$ cat src/rtl/ula_nibble_sequencer.sv
// Runs WIDTH-bit ADD/SUB/ADC/SBC through one external NIB-bit adder slice,
// least-significant nibble first, and registers the result and N/C/V/Z flags.
module ula_nibble_sequencer #(
  parameter int NIB     = 4,
  parameter int NUM_NIB = 4,
  localparam int WIDTH  = NIB * NUM_NIB
) (
  input  logic             clk,
  input  logic             rst_n,
  input  logic             start,
  output logic             ready,
  input  logic [1:0]       op,
  input  logic [WIDTH-1:0] a,
  input  logic [WIDTH-1:0] b,
  input  logic             carry_in,
  output logic [NIB-1:0]   nib_a,
  output logic [NIB-1:0]   nib_b,
  output logic             nib_cin,
  input  logic [NIB-1:0]   nib_sum,
  input  logic             nib_cout,
  output logic [WIDTH-1:0] result,
  output logic             N,
  output logic             C,
  output logic             V,
  output logic             Z,
  output logic             done
);

  localparam int IW = (NUM_NIB > 1) ? $clog2(NUM_NIB) : 1;
  localparam logic [IW-1:0] LAST_IDX = IW'(NUM_NIB - 1);

  typedef enum logic [1:0] {S_IDLE, S_RUN, S_FIN} state_t;

  state_t           r_state;
  logic             r_ready;
  logic [WIDTH-1:0] r_a;
  logic [WIDTH-1:0] r_b;
  logic             r_a_msb;
  logic             r_b_msb;
  logic [IW-1:0]    r_idx;
  logic [NIB-1:0]   r_nib_a;
  logic [NIB-1:0]   r_nib_b;
  logic             r_nib_cin;
  logic [WIDTH-1:0] r_result;
  logic             r_n;
  logic             r_c;
  logic             r_v;
  logic             r_z;
  logic             r_done;

  logic [WIDTH-1:0] w_b_sel;
  logic             w_cin_init;
  logic [WIDTH-1:0] w_final_res;

  // op[0] selects subtraction (inverted B), op[1] selects the external carry
  assign w_b_sel     = op[0] ? ~b : b;
  assign w_cin_init  = op[1] ? carry_in : op[0];
  assign w_final_res = {nib_sum, r_result[WIDTH-NIB-1:0]};

  // Operands shift down one nibble per step so the slice inputs can be
  // registered one cycle ahead; the slice carry chains through r_nib_cin.
  always_ff @(posedge clk or negedge rst_n) begin
    if (!rst_n) begin
      r_state   <= S_IDLE;
      r_ready   <= 1'b1;
      r_a       <= '0;
      r_b       <= '0;
      r_a_msb   <= 1'b0;
      r_b_msb   <= 1'b0;
      r_idx     <= '0;
      r_nib_a   <= '0;
      r_nib_b   <= '0;
      r_nib_cin <= 1'b0;
      r_result  <= '0;
      r_n       <= 1'b0;
      r_c       <= 1'b0;
      r_v       <= 1'b0;
      r_z       <= 1'b0;
      r_done    <= 1'b0;
    end else begin
      r_done <= 1'b0;
      case (r_state)
        S_IDLE: begin
          if (start) begin
            r_a       <= a >> NIB;
            r_b       <= w_b_sel >> NIB;
            r_a_msb   <= a[WIDTH-1];
            r_b_msb   <= w_b_sel[WIDTH-1];
            r_nib_a   <= a[NIB-1:0];
            r_nib_b   <= w_b_sel[NIB-1:0];
            r_nib_cin <= w_cin_init;
            r_idx     <= '0;
            r_ready   <= 1'b0;
            r_state   <= S_RUN;
          end
        end
        S_RUN: begin
          r_result[r_idx*NIB +: NIB] <= nib_sum;
          r_idx <= r_idx + IW'(1);
          if (r_idx == LAST_IDX) begin
            r_n       <= nib_sum[NIB-1];
            r_c       <= nib_cout;
            r_v       <= (r_a_msb == r_b_msb) && (nib_sum[NIB-1] != r_a_msb);
            r_z       <= (w_final_res == '0);
            r_done    <= 1'b1;
            r_nib_a   <= '0;
            r_nib_b   <= '0;
            r_nib_cin <= 1'b0;
            r_state   <= S_FIN;
          end else begin
            r_nib_a   <= r_a[NIB-1:0];
            r_nib_b   <= r_b[NIB-1:0];
            r_nib_cin <= nib_cout;
            r_a       <= r_a >> NIB;
            r_b       <= r_b >> NIB;
          end
        end
        S_FIN: begin
          r_ready <= 1'b1;
          r_state <= S_IDLE;
        end
        default: begin
          r_ready <= 1'b1;
          r_state <= S_IDLE;
        end
      endcase
    end
  end

  assign ready   = r_ready;
  assign nib_a   = r_nib_a;
  assign nib_b   = r_nib_b;
  assign nib_cin = r_nib_cin;
  assign result  = r_result;
  assign N       = r_n;
  assign C       = r_c;
  assign V       = r_v;
  assign Z       = r_z;
  assign done    = r_done;

endmodule

$ cat config.mk
export PLATFORM = sky130hd
export DESIGN_NAME = ula_nibble_sequencer
export DESIGN_NICKNAME = d
export VERILOG_FILES = /design/src/rtl/ula_nibble_sequencer.sv
export SDC_FILE = /design/constraint.sdc
export NUM_CORES = 1
export LEC_CHECK = 0
export CORE_MARGIN = 1
export CORE_UTILIZATION = 53
export CTS_CLUSTER_SIZE = 20
export DETAILED_ROUTE_END_ITERATION = 7
export PLACE_DENSITY = 0.85
export SKIP_LAST_GASP = 1
export SLEW_MARGIN = 15
export SYNTH_ARGS = -nofsm -noshare
export SYNTH_HDL_FRONTEND = slang
export SYNTH_SLANG_ARGS = --single-unit
$ cat constraint.sdc
create_clock -name clk -period 2.65 [get_ports clk]
set_input_delay 0.6625 -clock clk [delete_from_list [all_inputs] [get_ports clk]]
set_output_delay 0.6625 -clock clk [all_outputs]
set_load 0.05 [all_outputs]
Word-level counts from Yosys, hierarchy flattened
Index checks and enable logic that the tools add are counted.
{"block": "word_totals", "ff_bits": 69, "latchBits": 0, "ram_bits": 0, "mem_bits_ro": 0, "inputBits": 43, "out_inout_bits": 31, "elab_cells": 66, "n_memories": 0}
{"block": "op_classes", "addsub": 2, "mul": 0, "div": 0, "n_lt_le_gt_ge": 0, "eq_ne": 7, "shifts": 2, "mux": 27, "bitwise": 2, "n_reduce_logical": 10}
{"operator": "16-bit 2-to-1 mux", "count": 5}
{"operator": "16-bit case mux with 2 select lines", "count": 2}
{"operator": "4-bit negator with 34-bit output", "count": 1}
{"operator": "4-bit by 34-bit variable shift with 16-bit output, first input constant", "count": 1}
{"operator": "4-bit by 34-bit indexed part select with 16-bit output", "count": 1}
{"operator": "16-bit bitwise mux", "count": 1}
{"operator": "16-bit logical NOT", "count": 1}
{"operator": "4-bit 2-to-1 mux", "count": 4}
{"operator": "16-bit inverter", "count": 1}
{"operator": "4-bit case mux with 2 select lines", "count": 2}
{"operator": "2-bit AND reduction", "count": 5}
{"operator": "2-bit case mux with 2 select lines", "count": 2}
{"operator": "1-bit 2-to-1 mux", "count": 6}
{"operator": "2-bit 2-to-1 mux", "count": 3}
{"operator": "2-bit inequality test, second input constant", "count": 3}
{"operator": "1-bit case mux with 2 select lines", "count": 2}
{"operator": "3-bit AND reduction", "count": 1}
{"operator": "2-bit by 1-bit adder with 2-bit output, second input constant", "count": 1}
{"operator": "2-bit by 1-bit == test with 1-bit output, second input constant", "count": 1}
{"operator": "2-bit == test, second input constant", "count": 1}
{"operator": "2-bit logical NOT", "count": 1}
{"operator": "2-bit nonzero test", "count": 1}
{"operator": "1-bit == test", "count": 1}
{"operator": "1-bit logical AND", "count": 1}
{"operator": "other kinds (2)", "count": 2}

Logic depth before layout (Yosys ltp)
{"block": "depth", "ltp_word": 4, "ltp_mapped": 7, "ltp_nobuf": 5}

Least setup slack after synthesis
No wires, ideal clock.
{"block": "synth_timing", "kind": "register -> register", "startpoint": "register r_idx[0]", "endpoint": "register r_a[7]", "setup_time_ns": 0.125, "arrival_time_ns": 1.639, "required_ns": 2.525, "slack_ns": 0.886, "path_stages_with_launch": 8, "path_buffers": 2, "period_less_slack_ns": 1.764, "path_cell_list": "dfrtp_1 ha_1 nand2b_1 a21o_1 buf_6 inv_4 buf_6 mux2_4"}
{"block": "synth_via", "elab_chain_cells": 3}
{"item": "from (decl)", "line_no": "40", "rtl": "logic [IW-1:0] r_idx;"}
{"item": "from (signal assigned)", "line_no": "99", "rtl": "r_idx <= r_idx + IW'(1);"}
{"item": "2-bit == test", "line_no": "100", "rtl": "if (r_idx == LAST_IDX) begin"}
{"item": "2-bit inequality test (no line)"}
{"item": "3-bit AND reduction (no line)"}
{"item": "to (signal assigned)", "line_no": "85", "rtl": "r_a <= a >> NIB;"}
{"item": "to (signal assigned)", "line_no": "114", "rtl": "r_a <= r_a >> NIB;"}
{"item": "to (decl)", "line_no": "36", "rtl": "logic [WIDTH-1:0] r_a;"}
No other way between the ends.
A chain may end at the register's enable or synchronous reset.

Worst setup path in the final report
{"block": "layout_timing", "startpoint": "register r_ready, in the netlist ready", "endpoint": "output port ready"}
{"item": "from (decl)", "line_no": "35", "rtl": "logic r_ready;"}
{"item": "from (signal assigned)", "line_no": "65", "rtl": "r_ready <= 1'b1;"}
{"item": "from (signal assigned)", "line_no": "93", "rtl": "r_ready <= 1'b0;"}
{"item": "from (signal assigned)", "line_no": "119", "rtl": "r_ready <= 1'b1;"}
{"item": "to (decl)", "line_no": "11", "rtl": "output logic ready,"}
No word-level cell between the ends.

==> summary.md <==
| Metric | Value |
|---|---|
| Status | finished clean |
| Via density | 5.31 |
| Power density over the cells | 1320 nW/µm² |
| H-tree depth | 3 |
| Mapped cell area | 3020 µm² |
| Top delay family on crit path | buffers and inverters |
| Initial DRC Count | 174 |
| Ys flop type | dfrtp_1 |
| First-pass GRT wire length | 10500 µm |
| VDD IR max | 0.631 mV |
| Syn_area_per_cell | 11.8 µm² |
| DP Wirelength | 4600 µm |
| Starting Density | 0.549 |
| Final hold violations | 0 |
| Slew at the pin closest to its max-slew limit | 0.682 ns |
| DR vias | 2184 |
| Arr. time, crit path | 1.68 ns |
| Skew-Pair Late Insertion Delay | 0.33 ns |
| Worst setup SP type | flip-flop |
| WS Path Type | flip-flop to primary output |
| Commonest cells after routing, fill and taps aside | 72 x clkdlybuf4s50_1, 60 x dfrtp_1, 31 x nand2_1 |
| Final Core Density | 0.723 |
| Hold/Removal Path Class | input port to async pin |
| Unrepaired setup endpoints after global routing | no |
| Synth cell types | 36 |
| Cell count after synthesis | 255 |
| DR pass1 iterations | 4 |
| Hold Buf Count CTS | 0 |
| Crit. path cell count | 1 |
| Gpl congestion | 0.815 |
| Antenna viol nets, final | 0 |
| Avg WL per Cell | 15.4 µm |
| Post_cts resized | 0 |
| ANT cells | 0 |
| Syn_nets | 304 |
| Yosys top cell by area | dfrtp_1 |
| Synth top area cells | dfrtp_1 50%, mux2_2 9.7%, nand2_1 3.9% |
| Compound-Gate Fraction of Synth Area | 0.106 |
| Vias in the first global route | 2167 |
| Fin Setup TNS | 0 ns |
| CORE AREA | 5510 µm² |
| FFs w/ async S/R, synth | 1.00 |
| Post-Synth Adder-Cell Area | 0.0248 |
| Reg2reg path depth | 5 |
| Combinational fraction of design power | 0.547 |
| Switching power | 2.28 mW |
| CTS Buf Count | 9 |
| I/O Buffers | 73 |
| Number of placed I/O pins | 74 |
| DRC viols | 0 |
| Crit Path Max Fanout | 2 |
| Mux share of post-synthesis cell area | 0.142 |
| Die Area | 6010 µm² |
| Tot Pwr | 5.27 mW |
| Final Setup Violations | 0 |
| Synth top area share | 0.497 |
| F_max | 426 MHz |
| Synth Register Bits | 61 |
| DIE WIDTH | 77.5 µm |
| Post-CTS Setup Inserts | 0 |
| Leak | 1.79 nW |
| Synth Area in XOR/XNOR | 0.0464 |
| Largest family of logic cells by synthesized area | multiplexers |
| Pin count of the biggest net entering global routing | 28 |
| CP Data Required Time | 1.99 ns |
| Synth Warn # | 0 |
| Simple-Gate Fraction of Synth Area | 0.139 |
| Rel. slew slack | 0.545 |
| Row count | 27 |
| Post-synthesis sequential area ratio | 0.506 |
| Crit-path cells | clkdlybuf4s50_1 |
| Sinks on Clock Net | 61 |
| Clock power share | 0.130 |
| Crit path time final | 2.35 ns |
| Crit path largest cell delay | 0.81 ns |
| Proportion of layout cells with a drive suffix above 1 | 0.189 |
| WP buf/inv | 1 |
| Die height | 77.5 µm |
| Reg clk slew, reported paths | 0.06 ns |
| Final Skew | 0.0110 ns |
| Worst setup EP type | primary output |
| Max_cap viols | 0 |
| Net Sw Frac | 0.434 |
| Slew Limit Fails | 0 |
| Hold WS | 0.329 ns |
| Sequential share of power | 0.323 |
| Commonest non-fill, non-tap cell in the layout | clkdlybuf4s50_1 |
| Final Cycle Share | 0.885 |
| Synthesis-to-finish area growth | 31.8% |
| Nets | 384 |
| Post-Route WL | 6330 µm |
| CTS max path bufs | 2 |
| Total track usage | 0.229 |
| Antenna violations before repair | 0 |
| Slowest stage cell, crit path | clkdlybuf4s50_1 |
| Number of synthesized flops with an enable pin | 0 |
| Final Cell Area | 3980 µm² |
| Cell internal pwr | 2.98 mW |
| Remaining global-route overflow | 0 |
| Placement Cell Area | 3820 µm² |
| Root Buffer | clkbuf_8 |
| CTS tree | yes |
state kept, by name (all words and copies together), names as in the netlist:
signal / count
nib_b: 4
r_a: 12
N: 1
Z: 1
r_a_msb: 1
ready: 1
r_b_msb: 1
result: 16
r_state: 2
done: 1
nib_cin: 1
V: 1
r_idx: 2
C: 1
nib_a: 4
r_b: 12
cell usage after synthesis (4+ instances only):
| master | number |
|---|---|
| mux2_2 | 26 |
| nand2_1 | 31 |
| xnor2_1 | 4 |
| dfrtp_1 | 60 |
| inv_1 | 6 |
| o21ai_0 | 22 |
| ha_1 | 6 |
| a21oi_1 | 10 |
| nor4_1 | 7 |
| mux2_4 | 7 |
| a22o_1 | 12 |
| a21o_1 | 5 |
| xor2_1 | 12 |
| buf_2 | 6 |
| nor4bb_1 | 10 |
path summary, 6_finish.rpt:
check / to / start / slack, ns
hold / removal: N / rst_n / 0.33
min in group clk: result[15] / result[15] / 0.48
setup reg to reg: r_a[3] / r_idx[0] / 0.48
setup / recovery: ready / ready / 0.30
hold reg to reg: result[15] / result[15] / 0.48
max in group asynchronous: ready / rst_n / 1.58
logic make-up (layout without fill, tap and decap cells):
group / after synthesis / after routing
DFF: 61 / 61
xor gates and xnor gates: 16 / 16
and+or+nand+nor: 65 / 65
buffers and inverters: 20 / 104
adders and majority gates: 6 / 6
AOI/OAI and AO/OA: 51 / 51
muxes: 36 / 36
power groups by stage:
stage / clock, mW / sequential, mW / combinational (mW)
after global placement: 0 / 1.69 / 2.82
final: 0.686 / 1.70 / 2.88
after floorplan: 0 / 2.35 / 1.45
after global routing: 0.743 / 1.76 / 3.07
after CTS: 0.704 / 1.70 / 2.89
after detailed placement: 0 / 1.71 / 2.88
per-layer routing:
layer	global-route usage	wire, µm	share of wire	up-vias
met5	0	0	0	-
met4	0.0906	72	0.011	0
met3	0.0494	256	0.040	8
met2	0.347	3000	0.47	57
met1	0.320	3000	0.47	1048
li1	-	-	-	1071
area by class of cell:
| class | count | area, µm² |
|---|---|---|
| Tap cell | 72 | 90.1 |
| Inverter | 7 | 28.8 |
| Multi-Input combinational cell | 174 | 1390 |
| Clock inverter | 2 | 10.0 |
| Timing Repair Buffer | 82 | 793 |
| Clock buffer | 13 | 149 |
| Sequential cell | 61 | 1530 |
| Fill cell | 404 | 1520 |
through the flow:
step / cells / worst slack (ns)
2_1_floorplan: 255 / 0.886
3_3_place_gp: 396 / 0.304
3_5_place_dp: 396 / 0.264
4_1_cts: 411 / 0.280
5_1_grt: 411 / 0.268
6_report: 411 / 0.304
(Power assumes the default switching activity.)
==> patch (same settings) <==
Set the parameter `NUM_NIB` to 2 (it was 4).
--- a/src/rtl/ula_nibble_sequencer.sv
+++ b/src/rtl/ula_nibble_sequencer.sv
@@ -4,3 +4,3 @@
   parameter int NIB     = 4,
-  parameter int NUM_NIB = 4,
+  parameter int NUM_NIB = 2,
   localparam int WIDTH  = NIB * NUM_NIB
Interface: changed (resized a, b and result); port bits go from 74 to 50. The function was not compared with the original's and may differ.
==> patch against the original RTL <==
- design area is 46% lower
- setup slack improved by 5.1 ps
- synthesized area down 48%
- routed wire length decreased by 47%
- total power down 44%
- non-clock buffer count fell by 30
- sequential power fell by 41%
- sequential cell count down 25
- critical path type unchanged
- largest cell class unchanged
==> patch: results (changes against the original RTL) <==
* Met2 wire length at 1800 microns (was 3000 microns)
* CLK BUF at 6 (was 13)
* Global Route met2 Usage at 0.429 (was 0.347)
* Routed length on met3 at 202 microns (was 256 microns)
* Complex-gate fraction of the synthesized area at 0.122 (was 0.106)
* Placer congestion estimate at 0.733 (was 0.815)
* Max FFs per register at 8 (was 16)
* Largest cells by area after synthesis: dfrtp_1 56%, mux2_2 9.3%, a22o_1 4.5%, xor2_1 4.5%, a21oi_1 2.9% (was dfrtp_1 50%, mux2_2 9.7%, nand2_1 3.9%, o21ai_0 3.6%, mux2_4 3.5%)
* Setup Skew at 6.53 ps (was 11.0 ps)
* Area taken by multi-input logic gates at 622 sq um (was 1390 sq um)
* Reg power frac at 0.339 (was 0.323)
* Layout cell share with drive strength beyond 1 at 0.151 (was 0.189)
* Initial DRC Count at 16 (was 174)
* Status: completed (unchanged)
* Final wirelength at 3370 microns (was 6330 microns)
* Maximum VDD drop at 1.30 mV (was 0.631 mV)
* Largest net degree at the start of global routing at 37 (was 28)
* Synth Area in XOR/XNOR at 0.0447 (was 0.0464)
* CTS H-tree lvls at 2 (was 3)
* CTS Buf Count at 5 (was 9)
* Tmin final at 2340 ps (was 2350 ps)
* Bufs w/o clock at 52 (was 82)
* Drt via density at 5.56 (was 5.31)
* Worst r2r src: r_state[1]$_DFFE_PN0P_ (was r_idx[0]$_DFFE_PN0P_)
* R2R cell count at 3 (was 5)
* Post-DP HPWL at 2480 microns (was 4600 microns)
* Synth top cells by count: 35 x dfrtp_1, 13 x mux2_2, 11 x nand2_1, 9 x a21oi_1 (was 60 x dfrtp_1, 31 x nand2_1, 26 x mux2_2, 22 x o21ai_0)
* Comb_multi_in at 85 (was 174)
* Non-clk invs at 4 (was 7)
* Mux cell area share after synthesis at 0.0998 (was 0.142)
* Sequential cell area share at 0.419 (was 0.383)
* Worst slew pin tran at 574 ps (was 682 ps)
* Sw Ratio at 0.465 (was 0.434)
* NonClk Buf Share at 0.238 (was 0.199)
* Root Buffer: clkbuf_4 (was clkbuf_8)
* Dpl ws at 371 ps (was 264 ps)
* Adder-Cell Fraction of Synth Area at 0 (was 0.0248)
* Hold/Removal Path Class: register to register (was primary input to asynchronous set/reset pin)
* DP Area at 2090 sq um (was 3820 sq um)
* Sequential element share of the synthesized area at 0.575 (was 0.506)
* Cells after synthesis at 131 (was 255)
* Register clock-pin slew on the reported worst setup and hold paths at 110 ps (was 60 ps)
* Port bufs at 49 (was 73)
* Finished Layout Cells at 216 (was 411)
* Syn nets at 158 (was 304)
* Biggest cell delay along the critical path at 790 ps (was 810 ps)
* Met3 usage at 0.0922 (was 0.0494)
* Met1 WL at 1340 microns (was 3000 microns)
* Leak at 0.947 nW (was 1.79 nW)
[patch: cell count changes after synthesis, moves of 4 or more]
cell,before,now
o21ai_0,22,6
nor4bb_1,10,3
mux2_2,26,13
a21o_1,5,1
xor2_1,12,8
mux2_4,7,0
ha_1,6,0
xnor2_1,4,0
a31oi_1,0,5
nand2_1,31,11
dfrtp_1,60,35
nor2b_1,1,6
nor4_1,7,2
a22o_1,12,8
[patch: worst min path at each step]
stage / to / from / slack (ps)
after floorplan: C$_DFFE_PN0P_ / rst_n / 370
after global placement: nib_a[3]$_DFFE_PN0P_ / nib_a[3]$_DFFE_PN0P_ / 460
after detailed placement: Z$_DFFE_PN0P_ / Z$_DFFE_PN0P_ / 470
after CTS: Z$_DFFE_PN0P_ / Z$_DFFE_PN0P_ / 500
after global routing: Z$_DFFE_PN0P_ / Z$_DFFE_PN0P_ / 520
final: Z$_DFFE_PN0P_ / Z$_DFFE_PN0P_ / 490
